**src/rtl/vdma_pkg.sv**
```systemverilog
// Shared constants and FSM state encoding for the VDMA write sequencer slice.
package vdma_pkg;

  localparam int VDMA_ISIZE     = 24;
  localparam int VDMA_OSIZE     = 256;
  localparam int VDMA_BURST_LEN = 16;
  localparam int VDMA_ADDR_W    = 32;

  typedef enum logic [1:0] {
    ST_IDLE      = 2'd0,
    ST_WAIT_VS   = 2'd1,
    ST_WAIT_LINE = 2'd2,
    ST_LINE      = 2'd3
  } vdma_state_e;

endpackage

```
**src/rtl/vdma_cmd_slot.sv**
```systemverilog
// One-entry valid/ready command holding register; a load that arrives while the
// held command is still stalled is dropped and flagged in a sticky overflow bit.
module vdma_cmd_slot
  import vdma_pkg::*;
#(
  parameter int ADDR_W = VDMA_ADDR_W
) (
  input  logic              clock,
  input  logic              rst_n,
  input  logic              load,
  input  logic [ADDR_W-1:0] load_addr,
  input  logic [7:0]        load_len,
  input  logic              cmd_ready,
  output logic              cmd_valid,
  output logic [ADDR_W-1:0] cmd_addr,
  output logic [7:0]        cmd_len,
  output logic              overflow
);

  logic blocked_s;

  assign blocked_s = cmd_valid & ~cmd_ready;

  // Hold, replace or retire the single command entry; record drops.
  always_ff @(posedge clock or negedge rst_n) begin
    if (!rst_n) begin
      cmd_valid <= 1'b0;
      cmd_addr  <= '0;
      cmd_len   <= 8'd0;
      overflow  <= 1'b0;
    end else begin
      if (load && !blocked_s) begin
        cmd_valid <= 1'b1;
        cmd_addr  <= load_addr;
        cmd_len   <= load_len;
      end else if (cmd_valid && cmd_ready) begin
        cmd_valid <= 1'b0;
      end
      if (load && blocked_s) begin
        overflow <= 1'b1;
      end
    end
  end

endmodule

```
**src/rtl/vdma_wr_sequencer.sv**
```systemverilog
// Video DMA write sequencer: frames the pixel stream for an external packer and
// turns packed-word counts into burst write commands with line-pitch addressing.
module vdma_wr_sequencer
  import vdma_pkg::*;
#(
  parameter int ISIZE     = VDMA_ISIZE,
  parameter int OSIZE     = VDMA_OSIZE,
  parameter int BURST_LEN = VDMA_BURST_LEN,
  parameter int ADDR_W    = VDMA_ADDR_W
) (
  input  logic              clock,
  input  logic              rst_n,
  input  logic              enable,
  input  logic              vs_i,
  input  logic              de_i,
  input  logic [ISIZE-1:0]  pdata_i,
  input  logic [ADDR_W-1:0] frame_base,
  input  logic [ADDR_W-1:0] line_stride,
  output logic              pk_wr_en,
  output logic [ISIZE-1:0]  pk_data,
  output logic              pk_align,
  output logic              pk_last,
  input  logic              pk_owr_en,
  input  logic              pk_olast,
  output logic              cmd_valid,
  input  logic              cmd_ready,
  output logic [ADDR_W-1:0] cmd_addr,
  output logic [7:0]        cmd_len,
  output logic              frame_done,
  output logic              busy,
  output logic              overflow
);

  localparam logic [ADDR_W-1:0] BYTES_PER_WORD = ADDR_W'(OSIZE / 8);
  localparam logic [8:0]        BURST_WORDS    = 9'(BURST_LEN);

  vdma_state_e       state_r, state_nxt_s;
  logic              vs_d1_r, de_d1_r, de_d2_r;
  logic [ISIZE-1:0]  pdata_d1_r;
  logic              frame_done_r;
  logic [8:0]        word_cnt_r, word_cnt_nxt_s, cnt_inc_s;
  logic [ADDR_W-1:0] line_addr_r, line_addr_nxt_s, cur_addr_r, cur_addr_nxt_s;
  logic [ADDR_W-1:0] line_next_s;
  logic              vs_rise_s, de_rise_s, in_frame_s, reload_s, end_frame_s;
  logic              burst_due_s;
  logic [7:0]        burst_len_s;

  assign vs_rise_s  = vs_i & ~vs_d1_r;
  assign de_rise_s  = de_i & ~de_d1_r;
  assign in_frame_s = (state_r == ST_LINE) || (state_r == ST_WAIT_LINE);

  // pk_last looks one pixel ahead at de_i so the flag lands on the final pixel.
  assign pk_wr_en   = in_frame_s & de_d1_r;
  assign pk_data    = pdata_d1_r;
  assign pk_align   = in_frame_s & de_d1_r & ~de_d2_r;
  assign pk_last    = in_frame_s & de_d1_r & ~de_i;
  assign busy       = (state_r != ST_IDLE);
  assign frame_done = frame_done_r;

  assign cnt_inc_s   = word_cnt_r + {8'd0, pk_owr_en};
  assign burst_due_s = (cnt_inc_s == BURST_WORDS) | (pk_olast & (cnt_inc_s != 9'd0));
  assign burst_len_s = 8'(cnt_inc_s - 9'd1);
  assign line_next_s = line_addr_r + line_stride;

  // Next-state logic; a frame sync inside a frame always closes it.
  always_comb begin
    state_nxt_s = state_r;
    reload_s    = 1'b0;
    end_frame_s = 1'b0;
    case (state_r)
      ST_IDLE: begin
        if (enable) state_nxt_s = ST_WAIT_VS;
        else        state_nxt_s = ST_IDLE;
      end
      ST_WAIT_VS: begin
        if (vs_rise_s) begin
          state_nxt_s = ST_WAIT_LINE;
          reload_s    = 1'b1;
        end else begin
          state_nxt_s = ST_WAIT_VS;
        end
      end
      ST_WAIT_LINE: begin
        if (vs_rise_s) begin
          reload_s    = 1'b1;
          end_frame_s = 1'b1;
          state_nxt_s = enable ? ST_WAIT_LINE : ST_IDLE;
        end else if (de_rise_s) begin
          state_nxt_s = ST_LINE;
        end else begin
          state_nxt_s = ST_WAIT_LINE;
        end
      end
      ST_LINE: begin
        if (vs_rise_s) begin
          reload_s    = 1'b1;
          end_frame_s = 1'b1;
          state_nxt_s = enable ? ST_WAIT_LINE : ST_IDLE;
        end else if (pk_olast) begin
          state_nxt_s = ST_WAIT_LINE;
        end else begin
          state_nxt_s = ST_LINE;
        end
      end
      default: begin
        state_nxt_s = ST_IDLE;
      end
    endcase
  end

  // Address/count update; a line end overrides the burst advance of cur_addr.
  always_comb begin
    word_cnt_nxt_s  = word_cnt_r;
    cur_addr_nxt_s  = cur_addr_r;
    line_addr_nxt_s = line_addr_r;
    if (reload_s) begin
      word_cnt_nxt_s  = 9'd0;
      cur_addr_nxt_s  = frame_base;
      line_addr_nxt_s = frame_base;
    end else begin
      if (burst_due_s) begin
        word_cnt_nxt_s = 9'd0;
        cur_addr_nxt_s = cur_addr_r + (ADDR_W'(cnt_inc_s) * BYTES_PER_WORD);
      end else begin
        word_cnt_nxt_s = cnt_inc_s;
        cur_addr_nxt_s = cur_addr_r;
      end
      if (pk_olast) begin
        line_addr_nxt_s = line_next_s;
        cur_addr_nxt_s  = line_next_s;
      end else begin
        line_addr_nxt_s = line_addr_r;
      end
    end
  end

  // Sequential state: sync delays, FSM, frame pulse, addresses.
  always_ff @(posedge clock or negedge rst_n) begin
    if (!rst_n) begin
      state_r      <= ST_IDLE;
      vs_d1_r      <= 1'b0;
      de_d1_r      <= 1'b0;
      de_d2_r      <= 1'b0;
      pdata_d1_r   <= '0;
      frame_done_r <= 1'b0;
      word_cnt_r   <= 9'd0;
      line_addr_r  <= '0;
      cur_addr_r   <= '0;
    end else begin
      state_r      <= state_nxt_s;
      vs_d1_r      <= vs_i;
      de_d1_r      <= de_i;
      de_d2_r      <= de_d1_r;
      pdata_d1_r   <= pdata_i;
      frame_done_r <= end_frame_s;
      word_cnt_r   <= word_cnt_nxt_s;
      line_addr_r  <= line_addr_nxt_s;
      cur_addr_r   <= cur_addr_nxt_s;
    end
  end

  vdma_cmd_slot #(
    .ADDR_W (ADDR_W)
  ) u_cmd_slot (
    .clock     (clock),
    .rst_n     (rst_n),
    .load      (burst_due_s),
    .load_addr (cur_addr_r),
    .load_len  (burst_len_s),
    .cmd_ready (cmd_ready),
    .cmd_valid (cmd_valid),
    .cmd_addr  (cmd_addr),
    .cmd_len   (cmd_len),
    .overflow  (overflow)
  );

endmodule

```
**config.mk**
```make
export PLATFORM = sky130hd
export DESIGN_NAME = vdma_wr_sequencer
export DESIGN_NICKNAME = d
export VERILOG_FILES = /design/src/rtl/vdma_pkg.sv /design/src/rtl/vdma_cmd_slot.sv /design/src/rtl/vdma_wr_sequencer.sv
export SDC_FILE = /design/constraint.sdc
export NUM_CORES = 1
export LEC_CHECK = 0
export CORE_MARGIN = 4
export CORE_UTILIZATION = 57
export DETAILED_ROUTE_END_ITERATION = 8
export MAX_ROUTING_LAYER = met4
export PLACE_DENSITY = 0.93
export REMOVE_ABC_BUFFERS = 1
export SLEW_MARGIN = 20
export SYNTH_ARGS = -nofsm -noshare
export SYNTH_HDL_FRONTEND = slang
export SYNTH_SLANG_ARGS = --single-unit
```
**constraint.sdc**
```tcl
create_clock -name clock -period 5.4 [get_ports clock]
set_input_delay 0.81 -clock clock [delete_from_list [all_inputs] [get_ports clock]]
set_output_delay 0.81 -clock clock [all_outputs]
set_load 0.02 [all_outputs]
```
Word level (Yosys, flattened, before mapping)
Index checks and enable logic that the tools add are counted.
W data, S select, Z words.
Operators by class
  $add $sub $neg: 4
  equality and inequality tests: 4
  muxes and demuxes: 20
  bitwise operators: 13
  reductions and logical operators: 13
Operators by type and width (number)
  $mux W32: 5
  $add A32 B14 Y32: 1
  $add A32 B32 Y32: 1
  $mux W9: 2
  $add A9 B1 Y9: 1
  $eq A9 B5 Y1 const B: 1
  $reduce_bool A9 Y1: 1
  $mux W1: 8
  $mux W2: 4
  $pmux W2 S4: 1
  $sub A8 B1 Y8 const B: 1
  $and A1 B1 Y1: 7
  $reduce_bool A2 Y1: 3
  $not A1 Y1: 5
  $eq A2 B2 Y1 const B: 2
  $logic_and A1 B1 Y1: 3
  $reduce_bool A3 Y1: 1
  $reduce_or A3 Y1: 1
  $eq A2 B1 Y1 const B: 1
  $logic_not A2 Y1: 1
  $reduce_or A2 Y1: 1
  $logic_not A1 Y1: 1
  $logic_or A1 B1 Y1: 1
  $or A1 B1 Y1: 1
Word-level totals
  flip-flop bits (word level): 145
  bits of input ports: 96
  output and inout port bits: 71
  word-level logic and storage cells: 67

Longest topological paths before layout
  word-level depth: 7
  mapped depth: 16
  mapped depth without buffers: 14

Hierarchy
Synthesis repeated with hierarchy kept, for this count alone.
Second synthesis, totals
  cells, all modules: 850
  area total of the unflattened synthesis: 8610.8 sq um
By module, submodules not included
  vdma_wr_sequencer: instances 1, cells each 759, area each 6874.1 sq um, sequential area each 2577.5 sq um
  vdma_cmd_slot: instances 1, cells each 91, area each 1736.7 sq um, sequential area each 1051.0 sq um

Worst setup path after synthesis
OpenSTA, ideal clock, no wires.
  kind: input to register
  start point: in pk_owr_en
  end point: reg cur_addr_r[19]
  library setup time: 127 ps
  data arrival time: 3704 ps
  required time: 5273 ps
  setup slack: 1569 ps
  stages on the path: 14
  buffers on the path: 1
  cell sequence: ha_1 ha_1 buf_2 and3_1 xnor2_1 inv_1 ha_1 or3_1 o22ai_1 o21ai_1 and3_1 or2_2 a221oi_1 nor2_1
On the way
  word-level cells in the longest chain between the ends: 5
  elaborated cells on any way between the ends: 10
Ends and longest elaborated chain
  from (decl): line vdma_wr_sequencer.sv:23  | input logic pk_owr_en,
  $add A9 B1 Y9 *: line vdma_wr_sequencer.sv:60  | assign cnt_inc_s = word_cnt_r + {8'd0, pk_owr_en};
  $add A32 B14 Y32 or $reduce_bool A9 Y1 (tied branches): line vdma_wr_sequencer.sv:123, vdma_wr_sequencer.sv:61
  $mux W32 or $and A1 B1 Y1 (tied branches): line vdma_wr_sequencer.sv:121, vdma_wr_sequencer.sv:61
  $mux W32 or $or A1 B1 Y1 (tied branches): line vdma_wr_sequencer.sv:128, vdma_wr_sequencer.sv:61
  $mux W32 or $reduce_bool A3 Y1 (tied branches)
  to (signal assigned): line vdma_wr_sequencer.sv:158  | cur_addr_r <= cur_addr_nxt_s;
  to (decl): line vdma_wr_sequencer.sv:42  | logic [ADDR_W-1:0] line_addr_r, line_addr_nxt_s, cur_addr_r, cur_addr_nxt_s;
Every way passes the cells marked *; elsewhere a longest branch is shown, timed or not. The select of a mux whose other input is x is not followed.
A chain may end at the register's enable or synchronous reset.

Worst setup path after layout
  start point: in pk_owr_en
  end point: reg cur_addr_r[31]
Same word-level chain as after synthesis.

==> results.cfg <==
[run_status]
outcome = complete, no violations

[clock_tree]
clk_path_buf_depth = 2
cts_num_sinks = 145
cts_setup_buffers = 0
cts_resized = 0
ctsHoldBuffers = 0
cts_tree = done
ctsRootBufferMaster = clkbuf_16
htree_levels = 4
cts_buffers = 17
clock_latency_ns = 0.43
cts.clk_slew.worst_paths_ns = 0.06

[yosys]
synth_cell_types = 80
ys_async_sr_fraction = 1.00
syn_area_mm2 = 0.00850
synth_adder_area_share = 0.0724
synth_edf_count = 0
syn_area_per_cell_um2 = 10.2
synth_xor_area_frac = 0.0597
synth_top_area_frac = 0.427
ys_ff_latch = 145
synth_simple_gate_area_frac = 0.133
yosysSeqAreaShare = 0.427
syn_inst = 830
ys.flop_type = dfrtp_1
synth_top_family_by_area = compound AO/OA/AOI/OAI gates
synthTopCellsByArea = dfrtp_1 43%, mux2_4 6.9%, ha_1 6.8%, a21oi_1 4.8%, xnor2_1 3.5%
synth_mux_area_frac = 0.0753
yosysWarnings = 0
yosys.area.top_type = dfrtp_1
synth_compound_area_frac = 0.194

[routing]
ant_nets = 0
vias = 7405
drt_first_pass_iters = 7
wire_per_inst_um = 19.7
post-route-drc-count = 0
post_drt_via_cell_ratio = 6.24
drtIter0Drc = 755
wirelength_mm = 23.4

[critical_path]
cp_slowest_cell = o21ai_1
cp_common_cell = ha_1
worstPathCellList = clkdlybuf4s50_1, ha_1, ha_1, nand3_1, xor2_1, inv_1, ha_1, o21ai_0, o21bai_1, o22ai_1, o21ai_1, and2_1, a41oi_1, a21oi_1, o22ai_1
arrival_ns = 4.78
end_kind = flip-flop
critPathBufInv = 2
start_kind = primary input
cp.depth = 15
path_delay_family = compound AO/OA/AOI/OAI gates
crit_fanout = 10
cpPeakStageDelay_ns = 0.60
crit_type = primary input to flip-flop
rr_worst_depth = 14
worstPathRequired_ns = 5.69

[cells_and_area]
antenna_cells = 0
final_nets = 1133
drive_gt1_frac = 0.104
final_common_cell = clkdlybuf4s50_1
multi_input_area_mm2 = 0.00455
synthToLayoutAreaGrowth_pct = 27.9
mostFrequentLayoutCells = 165 x clkdlybuf4s50_1, 145 x dfrtp_1, 81 x a21oi_1
fin_cells = 1186
seqCellArea_mm2 = 0.00363
n_fill_cell = 940

[timing]
clock_skew_ns = 0.00600
tightest_slew_ns = 0.861
rsz0062_at_grt = false
slew_headroom = 0.426
slew_viol_final = 0
setup_slack_ns = 0.902
fin_tns_setup_ns = 0
hold_viol_final = 0
period_needed_ns = 4.50
fmax_ghz = 0.222
setup_violations = 0
min_period_over_period = 0.833

[global_route]
grt_max_degree = 93
grt_use_met3 = 0.0704
busiest_layer = met2
grt_pass1_wl_mm = 36.9
grt.met1_usage = 0.368
grt_pass1_vias = 7191
gr-total-overflow = 0
grt_use_total = 0.287
antenna_found_initial = 0
use_met2 = 0.448

[floorplan]
coreArea_mm2 = 0.0146
rows = 44
ios = 167
fp.dieW_um = 130
start_util = 0.583
die_h_um = 130
die_area_mm2 = 0.0169

[run]
drv_cap = 0

[placed_design]
io_buffers = 166
dp_worst_setup_slack_ns = 0.659
hpwl_mm = 16.4
place_inst = 1154
gp_congestion = 0.916

[power]
ir_drop_mv = 0.400
power_leakage_nw = 4.86
p_per_area_mw_per_mm2 = 592

[worst_hold_path]
whs_path_depth = 0
min_path_type = flip-flop to flip-flop
[sequential cells by signal, summed over array words and instances, names as in the netlist]
signal,cells
frame_done,1
state_r,2
u_cmd_slot.cmd_addr,32
pk_data,24
word_cnt_r,9
de_d1_r,1
cur_addr_r,32
vs_d1_r,1
u_cmd_slot.cmd_valid,1
u_cmd_slot.overflow,1
line_addr_r,32
u_cmd_slot.cmd_len,8
de_d2_r,1
[per-stage QoR]
step                 util  hold WS [ns]  instance area, µm²  power [mW]
floorplan               -         0.375                8270        4.03
global placement    0.702         0.379               10200        4.94
detailed placement  0.702         0.405               10200        5.07
CTS                 0.746         0.418               10900        6.39
global route        0.746         0.436               10900        6.80
finish              0.746         0.418               10900        6.44
[path summary, 6_finish.rpt]
kind | startpoint | end | slack [ns]
worst max-delay path | pk_owr_en | cur_addr_r[31]$_DFFE_PN0N_ | 0.90
worst min-delay path | de_d1_r$_DFF_PN0_ | de_d2_r$_DFF_PN0_ | 0.42
worst max register to register | word_cnt_r[0]$_DFF_PN0_ | cur_addr_r[31]$_DFFE_PN0N_ | 1.42
worst min register to register | de_d1_r$_DFF_PN0_ | de_d2_r$_DFF_PN0_ | 0.42
max in group asynchronous | rst_n | pk_data[16]$_DFF_PN0_ | 3.72
min in group asynchronous | rst_n | de_d2_r$_DFF_PN0_ | 0.46
[layout make-up]
cell class                      count  area share
Clock inverter                     12      0.0163
Inverter                           25     0.00863
Timing Repair Buffer              175       0.160
Tap cell                          184      0.0212
Sequential cell                   145       0.334
Clock buffer                       20      0.0420
Multi-Input combinational cell    625       0.418
[worst register-to-register path, cell delays in order (launching register included)]
cell and delay, ns:
dfrtp_1 0.33, ha_1 0.26, ha_1 0.35, nand3_1 0.21
xor2_1 0.33, inv_1 0.13, ha_1 0.30, o21ai_0 0.08
o21bai_1 0.25, o22ai_1 0.19, o21ai_1 0.60, and2_1 0.38
a41oi_1 0.17, a21oi_1 0.15, o22ai_1 0.11
[per-layer routing]
layer / wire, µm / part of all wire / vias up
met2: 11100 / 0.47 / 478
met1: 9360 / 0.40 / 3534
li1: - / - / 3313
met4: 649 / 0.028 / 0
met3: 2330 / 0.10 / 80
met5: 0 / 0 / -
[where the power goes]
part	switching, mW	total [mW]	internal [mW]
logic	1.73	3.30	1.57
clock network	0.470	1.27	0.800
registers	0.354	1.87	1.51
total	2.56	6.44	3.88
[Yosys cell counts (all sizes together), types with 4 or more instances]
cell / n
a211o: 4
a211oi: 7
a21o: 25
a21oi: 84
a221o: 5
a221oi: 5
a31oi: 14
and2: 11
and3: 15
buf: 19
clkbuf: 16
dfrtp: 145
ha: 46
inv: 25
mux2: 43
nand2: 63
nand2b: 18
nand3: 18
nand4: 8
nor2: 66
nor2b: 5
nor3: 12
o211ai: 11
o21a: 7
o21ai: 34
o21bai: 6
o22ai: 11
xnor2: 34
xor2: 24
[cells by family after synthesis]
kind of cell / count (synthesis)
and+or+nand+nor: 231
buffers and inverters: 60
muxes: 44
DFF: 145
xor gates and xnor gates: 58
AOI/OAI and AO/OA: 244
adders and majority gates: 48
(Power assumes the default switching activity.)
